<file path="src/rtl/fft_reorder_pkg.sv">
// ----------------------------------------------------------------------------
// fft_reorder_pkg
//   Shared FFT definitions: default frame length, address width and sample
//   part width, plus the bit-reversal helper used by the reorder buffer and
//   the pipeline stages.
//
//   Contents:
//     FFT_N      default frame length in samples
//     FFT_LOG2N  default address width (log2 of FFT_N)
//     FFT_WIDTH  default width of each real / imaginary sample part
//     bitrev()   reverses the low 'bits' bits of 'value'
// ----------------------------------------------------------------------------
package fft_reorder_pkg;

    localparam int FFT_N     = 32;
    localparam int FFT_LOG2N = 5;
    localparam int FFT_WIDTH = 19;

    // Shift the low 'bits' bits of value out LSB-first into the result, so
    // the first bit shifted in ends up as the MSB of the reversed field.
    function automatic logic [31:0] bitrev(input logic [31:0] value, input int bits);
        logic [31:0] v;
        logic [31:0] result;
        v      = value;
        result = '0;
        for (int b = 0; b < 32; b++) begin
            if (b < bits) begin
                result = {result[30:0], v[0]};
                v      = {1'b0, v[31:1]};
            end
        end
        return result;
    endfunction

endpackage

</file>
<file path="src/rtl/fft_reorder_bank.sv">
// ----------------------------------------------------------------------------
// reorder_bank
//   One N-entry complex sample bank with a single write port and a
//   combinational (asynchronous) read port. Contents are not reset; the
//   surrounding logic tracks validity with a per-bank full flag.
//
//   Ports:
//     clk    in   sole clock, writes on the rising edge
//     we     in   write enable
//     waddr  in   LOG2N-bit write address
//     wdata  in   2*WIDTH-bit packed {real, imag} write data
//     raddr  in   LOG2N-bit read address
//     rdata  out  2*WIDTH-bit packed {real, imag} entry at raddr
// ----------------------------------------------------------------------------
module reorder_bank
    import fft_reorder_pkg::*;
#(
    parameter int N     = FFT_N,
    parameter int LOG2N = FFT_LOG2N,
    parameter int WIDTH = FFT_WIDTH
) (
    input  logic                 clk,
    input  logic                 we,
    input  logic [LOG2N-1:0]     waddr,
    input  logic [2*WIDTH-1:0]   wdata,
    input  logic [LOG2N-1:0]     raddr,
    output logic [2*WIDTH-1:0]   rdata
);

    logic [2*WIDTH-1:0] mem_q [N];
    logic [2*WIDTH-1:0] mem_d [N];

    always_comb begin
        mem_d = mem_q;
        if (we) begin
            mem_d[waddr] = wdata;
        end
    end

    always_ff @(posedge clk) begin
        mem_q <= mem_d;
    end

    assign rdata = mem_q[raddr];

endmodule

</file>
<file path="src/rtl/fft_reorder.sv">
// ----------------------------------------------------------------------------
// fft_reorder
//   Converts a stream of FFT samples arriving in bit-reversed frame order into
//   natural frame order. Two ping-pong banks let one frame be written while the
//   previous one drains, so full-rate streaming never stalls.
//
//   Ports:
//     clk        in   sole clock, rising edge
//     rst        in   synchronous active-high reset
//     in_valid   in   input sample present
//     in_ready   out  input sample accepted this cycle when in_valid is high
//     in_r/in_i  in   input sample real / imaginary parts (WIDTH each)
//     out_valid  out  output sample present (natural order)
//     out_ready  in   downstream accepts the output sample
//     out_r/out_i out output sample real / imaginary parts (WIDTH each)
//     out_last   out  high with output index N-1 of each frame
// ----------------------------------------------------------------------------
module fft_reorder
    import fft_reorder_pkg::*;
#(
    parameter int N     = FFT_N,
    parameter int LOG2N = FFT_LOG2N,
    parameter int WIDTH = FFT_WIDTH
) (
    input  logic             clk,
    input  logic             rst,
    input  logic             in_valid,
    output logic             in_ready,
    input  logic [WIDTH-1:0] in_r,
    input  logic [WIDTH-1:0] in_i,
    output logic             out_valid,
    input  logic             out_ready,
    output logic [WIDTH-1:0] out_r,
    output logic [WIDTH-1:0] out_i,
    output logic             out_last
);

    localparam logic [LOG2N-1:0] LAST_IDX = LOG2N'(N - 1);

    logic [LOG2N-1:0] wr_cnt_q, wr_cnt_d;
    logic [LOG2N-1:0] rd_cnt_q, rd_cnt_d;
    logic             wr_bank_q, wr_bank_d;
    logic             rd_bank_q, rd_bank_d;
    logic [1:0]       full_q, full_d;

    logic             in_fire;
    logic             out_fire;
    logic             wr_last;
    logic             rd_last;
    logic [LOG2N-1:0] wr_addr;
    logic [2*WIDTH-1:0] rdata0;
    logic [2*WIDTH-1:0] rdata1;

    // Handshake and status: the write side stalls only when the bank it is
    // about to fill still holds an undrained frame.
    always_comb begin
        in_ready  = !full_q[wr_bank_q];
        out_valid = full_q[rd_bank_q];
        in_fire   = in_valid && in_ready;
        out_fire  = out_valid && out_ready;
        wr_last   = in_fire && (wr_cnt_q == LAST_IDX);
        rd_last   = out_fire && (rd_cnt_q == LAST_IDX);
        out_last  = out_valid && (rd_cnt_q == LAST_IDX);
        wr_addr   = LOG2N'(bitrev(32'(wr_cnt_q), LOG2N));
    end

    // Next-state logic. A last write and a last read in the same cycle always
    // target different banks (a bank being read is full, so it cannot be the
    // write bank), so both flag updates apply independently.
    always_comb begin
        wr_cnt_d  = wr_cnt_q;
        rd_cnt_d  = rd_cnt_q;
        wr_bank_d = wr_bank_q;
        rd_bank_d = rd_bank_q;
        full_d    = full_q;
        if (in_fire) begin
            wr_cnt_d = wr_last ? '0 : wr_cnt_q + 1'b1;
            if (wr_last) begin
                full_d[wr_bank_q] = 1'b1;
                wr_bank_d         = ~wr_bank_q;
            end
        end
        if (out_fire) begin
            rd_cnt_d = rd_last ? '0 : rd_cnt_q + 1'b1;
            if (rd_last) begin
                full_d[rd_bank_q] = 1'b0;
                rd_bank_d         = ~rd_bank_q;
            end
        end
    end

    always_ff @(posedge clk) begin
        if (rst) begin
            wr_cnt_q  <= '0;
            rd_cnt_q  <= '0;
            wr_bank_q <= 1'b0;
            rd_bank_q <= 1'b0;
            full_q    <= '0;
        end else begin
            wr_cnt_q  <= wr_cnt_d;
            rd_cnt_q  <= rd_cnt_d;
            wr_bank_q <= wr_bank_d;
            rd_bank_q <= rd_bank_d;
            full_q    <= full_d;
        end
    end

    reorder_bank #(.N(N), .LOG2N(LOG2N), .WIDTH(WIDTH)) u_bank0 (
        .clk   (clk),
        .we    (in_fire && !wr_bank_q),
        .waddr (wr_addr),
        .wdata ({in_r, in_i}),
        .raddr (rd_cnt_q),
        .rdata (rdata0)
    );

    reorder_bank #(.N(N), .LOG2N(LOG2N), .WIDTH(WIDTH)) u_bank1 (
        .clk   (clk),
        .we    (in_fire && wr_bank_q),
        .waddr (wr_addr),
        .wdata ({in_r, in_i}),
        .raddr (rd_cnt_q),
        .rdata (rdata1)
    );

    // Read data is purely a function of registered state, so it holds
    // steady whenever the output is stalled.
    always_comb begin
        {out_r, out_i} = rd_bank_q ? rdata1 : rdata0;
    end

endmodule

</file>
<file path="config.mk">
export PLATFORM = sky130hd
export DESIGN_NAME = fft_reorder
export DESIGN_NICKNAME = d
export VERILOG_FILES = /design/src/rtl/fft_reorder_pkg.sv /design/src/rtl/fft_reorder_bank.sv /design/src/rtl/fft_reorder.sv
export SDC_FILE = /design/constraint.sdc
export NUM_CORES = 2
export LEC_CHECK = 0
export BUFFER_PORTS_ARGS = -buffer_cell sky130_fd_sc_hd__buf_4
export CAP_MARGIN = 40
export CORE_UTILIZATION = 35
export CTS_CLUSTER_DIAMETER = 60
export CTS_CLUSTER_SIZE = 40
export DETAILED_ROUTE_END_ITERATION = 16
export GPL_ROUTABILITY_DRIVEN = 0
export GPL_TIMING_DRIVEN = 0
export PLACE_DENSITY = 0.57
export SYNTH_ARGS = -nofsm -noshare
export SYNTH_HDL_FRONTEND = slang
export SYNTH_SLANG_ARGS = --single-unit
</file>
<file path="constraint.sdc">
create_clock -name clk -period 3.55 [get_ports clk]
set_input_delay 0.5325 -clock clk [delete_from_list [all_inputs] [get_ports clk]]
set_output_delay 0.5325 -clock clk [all_outputs]
set_load 0.02 [all_outputs]
</file>
* Word level (Yosys, flattened, before mapping)
Index checks and enable logic that the tools add are counted.
** Word-level totals
- Word-level logic and storage cells :: 126
- Input port bits :: 42
- Bits in registers :: 2446
- Output and inout bits :: 41
** Cells by class
- Reductions and logical operators :: 14
- Equal/unequal tests :: 2
- Bitwise gates (word level) :: 7
- Mux-type cells :: 25
- $add $sub $neg :: 2
- $lt $le $gt $ge :: 7
** Operators with widths (number)
- bitwise mux 1216 bit :: 2
- binary-select mux 38 bit (select 5 bit) :: 2
- two-way mux 38 bit :: 6
- demux 38 bit (select 5 bit) :: 1
- >= comparator 6 bit, second input constant :: 2
- NOT 5 -> 6 bit :: 2
- adder 5 x 1 -> 5 bit, second input constant :: 2
- equality test 5 bit, second input constant :: 2
- logical AND 1 bit :: 10
- two-way mux 5 bit :: 2
- two-way mux 2 bit :: 4
- < comparator 6 x 1 -> 1 bit, second input constant :: 1
- two-way mux 1 bit :: 6
- < comparator 1 x 2 -> 1 bit, second input constant :: 2
- AND reduction 2 bit :: 2
- AND 2 bit :: 1
- demux 1 bit (select 1 bit) :: 2
- >= comparator 1 bit, second input constant :: 2
- zero test 1 bit :: 2
- NOT 1 bit :: 2
- NOT 2 bit :: 1
- OR 2 bit :: 1

* Depth between registers and ports, before layout
- Depth in word-level cells :: 10
- Gate-level depth with buffers :: 10
- Gate-level depth less buffers :: 6

* Hierarchy
A second synthesis with hierarchy kept.
** Second synthesis, totals
- Cell total of the unflattened synthesis :: 5402
- Area total of the unflattened synthesis :: 95924.5 um2
** Modules (own cells, without submodules)
- reorder_bank :: cells each 2637, sequential area each 36515.0 um2, area each 47374.2 um2, instances 2
- fft_reorder :: cells each 128, sequential area each 280.3 um2, area each 1176.1 um2, instances 1

* Worst setup path before layout
Ideal clock, no wire load.
- Kind :: input to register
- From :: input in_valid
- To :: register u_bank0.mem_q[494] (netlist bit) (enable)
- Arrival time :: 2793 ps
- Buffers on the path :: 1
- Required time :: 3117 ps
- Library setup time :: 433 ps
- Path slack :: 324 ps
- Stages :: 4
- Cell sequence :: nand2_1 > or4_1 > clkbuf_1 > nor2_1
** On the way
- Cells in the longest elaborated chain, start to end :: 2
** Ends and longest elaborated chain
- start, declared :: line fft_reorder.sv:27 : input logic in_valid,
- logical AND 1 bit :: line fft_reorder.sv:59 : in_fire = in_valid && in_ready;
- logical AND 1 bit :: line fft_reorder.sv:110 : .we (in_fire && !wr_bank_q),
- end signal, assigned :: line fft_reorder_bank.sv:41 : mem_q <= mem_d;
- end, declared :: line fft_reorder_bank.sv:30 : logic [2*WIDTH-1:0] mem_q [N];
No other way between the ends.
A chain may end at the register's enable or synchronous reset.

* Worst setup path after layout
- From :: register rd_cnt_q[0]
- To :: output out_i[14]
** On the way
- Cells in the longest elaborated chain, start to end :: 5
- Elaborated cells on any way between the ends :: 8
- Those cells by class :: mux (7); bitwise (1)
** Ends and longest elaborated chain
- start, declared :: line fft_reorder.sv:41 : logic [LOG2N-1:0] rd_cnt_q, rd_cnt_d;
- start signal, assigned :: line fft_reorder.sv:101 : rd_cnt_q <= rd_cnt_d;
- NOT 5 -> 6 bit (not written as such) (*) :: line fft_reorder_bank.sv:44 : assign rdata = mem_q[raddr];
- binary-select mux 38 bit (select 5 bit) :: line fft_reorder_bank.sv:44
- two-way mux 38 bit (not written as such) (2 in a row) :: line fft_reorder_bank.sv:44
- two-way mux 38 bit (*) :: line fft_reorder.sv:129 : {out_r, out_i} = rd_bank_q ? rdata1 : rdata0;
- end, declared :: line fft_reorder.sv:34 : output logic [WIDTH-1:0] out_i,
Mark *: on every way between the ends. The rest lies on a longest branch, timed or not. The select of a mux whose other input is x is not followed.

==> flow_summary.json <==
{
  "synth_commonest_cells": "edfxtp_1, mux4_2, nor2_1",
  "crit_slowest_cell": "mux4_2",
  "dp_hpwl_um": 188000,
  "grt_pass1_wl_um": 388000,
  "drc_errors": 0,
  "drt-pass1-iter-count": 6,
  "synth-edff-count": 2432,
  "drt_wl_total_um": 289000,
  "cts_sinks": 2446,
  "maxCapViolations": 0,
  "grt_start_max_net_pins": 65,
  "crit_path_end_kind": "output port",
  "setup_viol": 38,
  "fp.coreArea_um2": 263000,
  "powerDensity_nw_per_um2": 468,
  "syn_nets": 4087,
  "clockBufferDepth": 3,
  "stdcell_count": 8111,
  "path_max_fanout": 10,
  "cp_common_cell": "clkbuf_16",
  "violations": "negative setup slack",
  "track_usage_pct": 21.0,
  "final_core_util_pct": 42.2,
  "status": "finished with violations",
  "syn_to_final_growth_pct": 19.6,
  "slew_viol_final": 0,
  "die_h_um": 518,
  "fp.dieW_um": 518,
  "synthCells": 4036,
  "slew_headroom_pct": 34.5,
  "crit_type": "register to output port",
  "cp.arrival_ns": 3.48,
  "synthTopCellsByArea": "edfxtp_1, mux4_2, mux2i_1",
  "drtIter0Drc": 6682,
  "ant_nets": 0,
  "floorplan.initialDensity_pct": 35.3,
  "yosys.area.top_type": "edfxtp_1",
  "cts-root-buf": "clkbuf_16",
  "rsz0062_at_grt": "true",
  "finalHoldViolations": 0,
  "slowest_delay_ns": 0.56,
  "cts_tree": "yes",
  "tightest_slew_ns": 0.983,
  "max_freq_mhz": 249,
  "post-synth-top-count-cell": "edfxtp_1",
  "fin_nets": 4525,
  "cp.required_ns": 3.02,
  "cts_htree_levels": 4,
  "ys_types": 45,
  "async_reset_ff_share_pct": 0,
  "synth_flop_cell": "edfxtp_1",
  "layout_setup_ws_ns": -0.465,
  "ys_warn_count": 0,
  "fin_area_um2": 111000,
  "synthesis.area_um2": 93100,
  "finalCriticalPeriod_ns": 4.02,
  "dp_cells": 7795,
  "hold_path.class": "input pin to register",
  "clock_skew_ns": 0.0506,
  "synth_top_cell_area_share_pct": 78.5,
  "avgViaCountPerCell": 5.78,
  "ir_worst_vdd_mv": 0.484,
  "via_count": 46842,
  "ys_seq_area_share_pct": 78.8,
  "drive_gt1_share_pct": 38.2,
  "antenna_found_initial": 13,
  "startpoint_type": "register",
  "synth-seq-cells": 2446,
  "leakage_nw": 32.9,
  "grt_overflow_total": 0,
  "grt_pass1_vias": 45997,
  "path_clk_slew_ns": 0.10,
  "pre_cts_slack_ns": -1.28,
  "placed_area_um2": 102000,
  "routedWlPerCell_um": 35.7,
  "min_period_over_period_pct": 113,
  "crit_chain": "clkbuf_16 > clkbuf_16 > buf_12 > mux4_2 > o22ai_4 > nor2_1 > a21oi_4 > nor2_2 > buf_4",
  "critical_path.top_delay_family": "buffers and inverters",
  "syn_avg_cell_area_um2": 23.1,
  "portBuffers": 82,
  "numCtsBuffers": 144,
  "path_buf_inv": 4,
  "dieArea_um2": 268000,
  "ios": 83,
  "fp-row-count": 188,
  "clock_latency_ns": 0.83
}
-- report_power, final --
part	total, mW	switching, mW	leakage (nW)	internal, mW
combinational	1.06	0.837	8.46	0.218
sequential	31.8	0.0167	22.0	31.8
clock	19.3	10.7	2.45	8.62
-- cell families (layout without fill, tap and decap cells) --
group           after synthesis  count (layout)  share of synthesized area, %
mux                         717             717                          15.9
simple gates                262             262                          1.24
fa+ha+maj                     9               9                         0.121
flops                      2446            2446                          78.8
compound gates              367             367                          2.54
buf+inv                     233             791                          1.44
other cells                   0               2                             0
xor+xnor                      2               2                        0.0188
-- final timing paths --
kind,startpoint,endpoint,slack [ns],cells after the start
min reg2reg,wr_cnt_q[0],wr_cnt_q[0],0.61,2
max,rd_cnt_q[0],out_i[14],-0.47,9
min,in_valid,wr_bank_q,0.13,4
max reg2reg,wr_bank_q,u_bank0.mem_q[243],0.35,6
-- layout make-up --
type                            instances  area (um2)
Fill cell                           22529      152000
Multi-Input combinational cell       1357       21100
Antenna cell                            2        5.00
Clock buffer                          150        3670
Clock inverter                        116        1400
Buffer                                223        2750
Tap cell                             3515        4400
Inverter                                6        22.5
Sequential cell                      2446       73300
Timing Repair Buffer                  296        4630
-- state kept, by name (all words and copies together), names as in the netlist --
name           count
wr_bank_q          1
u_bank0.mem_q   1216
wr_cnt_q           5
rd_cnt_q           5
u_bank1.mem_q   1216
rd_bank_q          1
full_q             2
-- metal layers --
layer  vias up  global-route usage [%]  routed length (um)
li1      18201                       -                   -
met1     25652                    28.7              115000
met2      2545                    32.5              133000
met3       440                    5.09               29000
met4         4                    8.24               12300
met5         -                       0                 137
-- worst register-to-register path, cell delays in order (launching register included) --
cell and delay, ns:
dfxtp_1 0.31, clkbuf_1 0.20, nor4b_1 0.57, nand2_1 0.62
nor2_4 0.64, buf_12 0.27, buf_12 0.22
-- stage by stage --
step | setup TNS [ns] | hold WS (ns) | total power, mW
3_3_place_gp | -5421.34 | 0.524 | 33.3
2_1_floorplan | 0 | 0.492 | 32.7
4_1_cts | -16.51 | 0.0613 | 52.3
6_report | -14.29 | 0.132 | 52.1
3_5_place_dp | -27.50 | 0.594 | 33.4
5_1_grt | -15.30 | 0.112 | 53.3
-- placed cells by master, fill, tap and decap left out, types with 10 or more instances in the layout --
cell type and count:
inv_6 27, buf_2 16, o22ai_1 74, a21oi_1 22, o221ai_2 27, o221ai_1 19
nor2_2 40, buf_4 141, mux2i_4 21, dfxtp_1 10, mux2i_1 67, clkinv_8 18
mux2i_2 16, o22ai_2 19, a221oi_2 21, clkbuf_4 11, o21ai_2 14, edfxtp_1 2432
mux4_2 607, buf_12 130, buf_8 35, inv_8 22, a21oi_2 43, nor3_1 11
inv_12 11, a21oi_4 42, nand2_1 30, buf_16 70, nor2_4 84, clkbuf_1 20
buf_6 57, o21ai_0 16, clkbuf_2 29, nor2_1 32, clkbuf_16 155, o21ai_1 19
-- timing repair --
| action | CTS | global route |
|---|---|---|
| cloned | 1 | 9 |
| endpoints found under the hold margin | 4 | 0 |
| setup endpoints to repair | 39 | 39 |
| resized for setup | 640 | 246 |
| hold buffers | 1 | 0 |
| setup buffers | 12 | 27 |
| pin swaps | 20 | 38 |
Power figures use the tool's default switching activity.
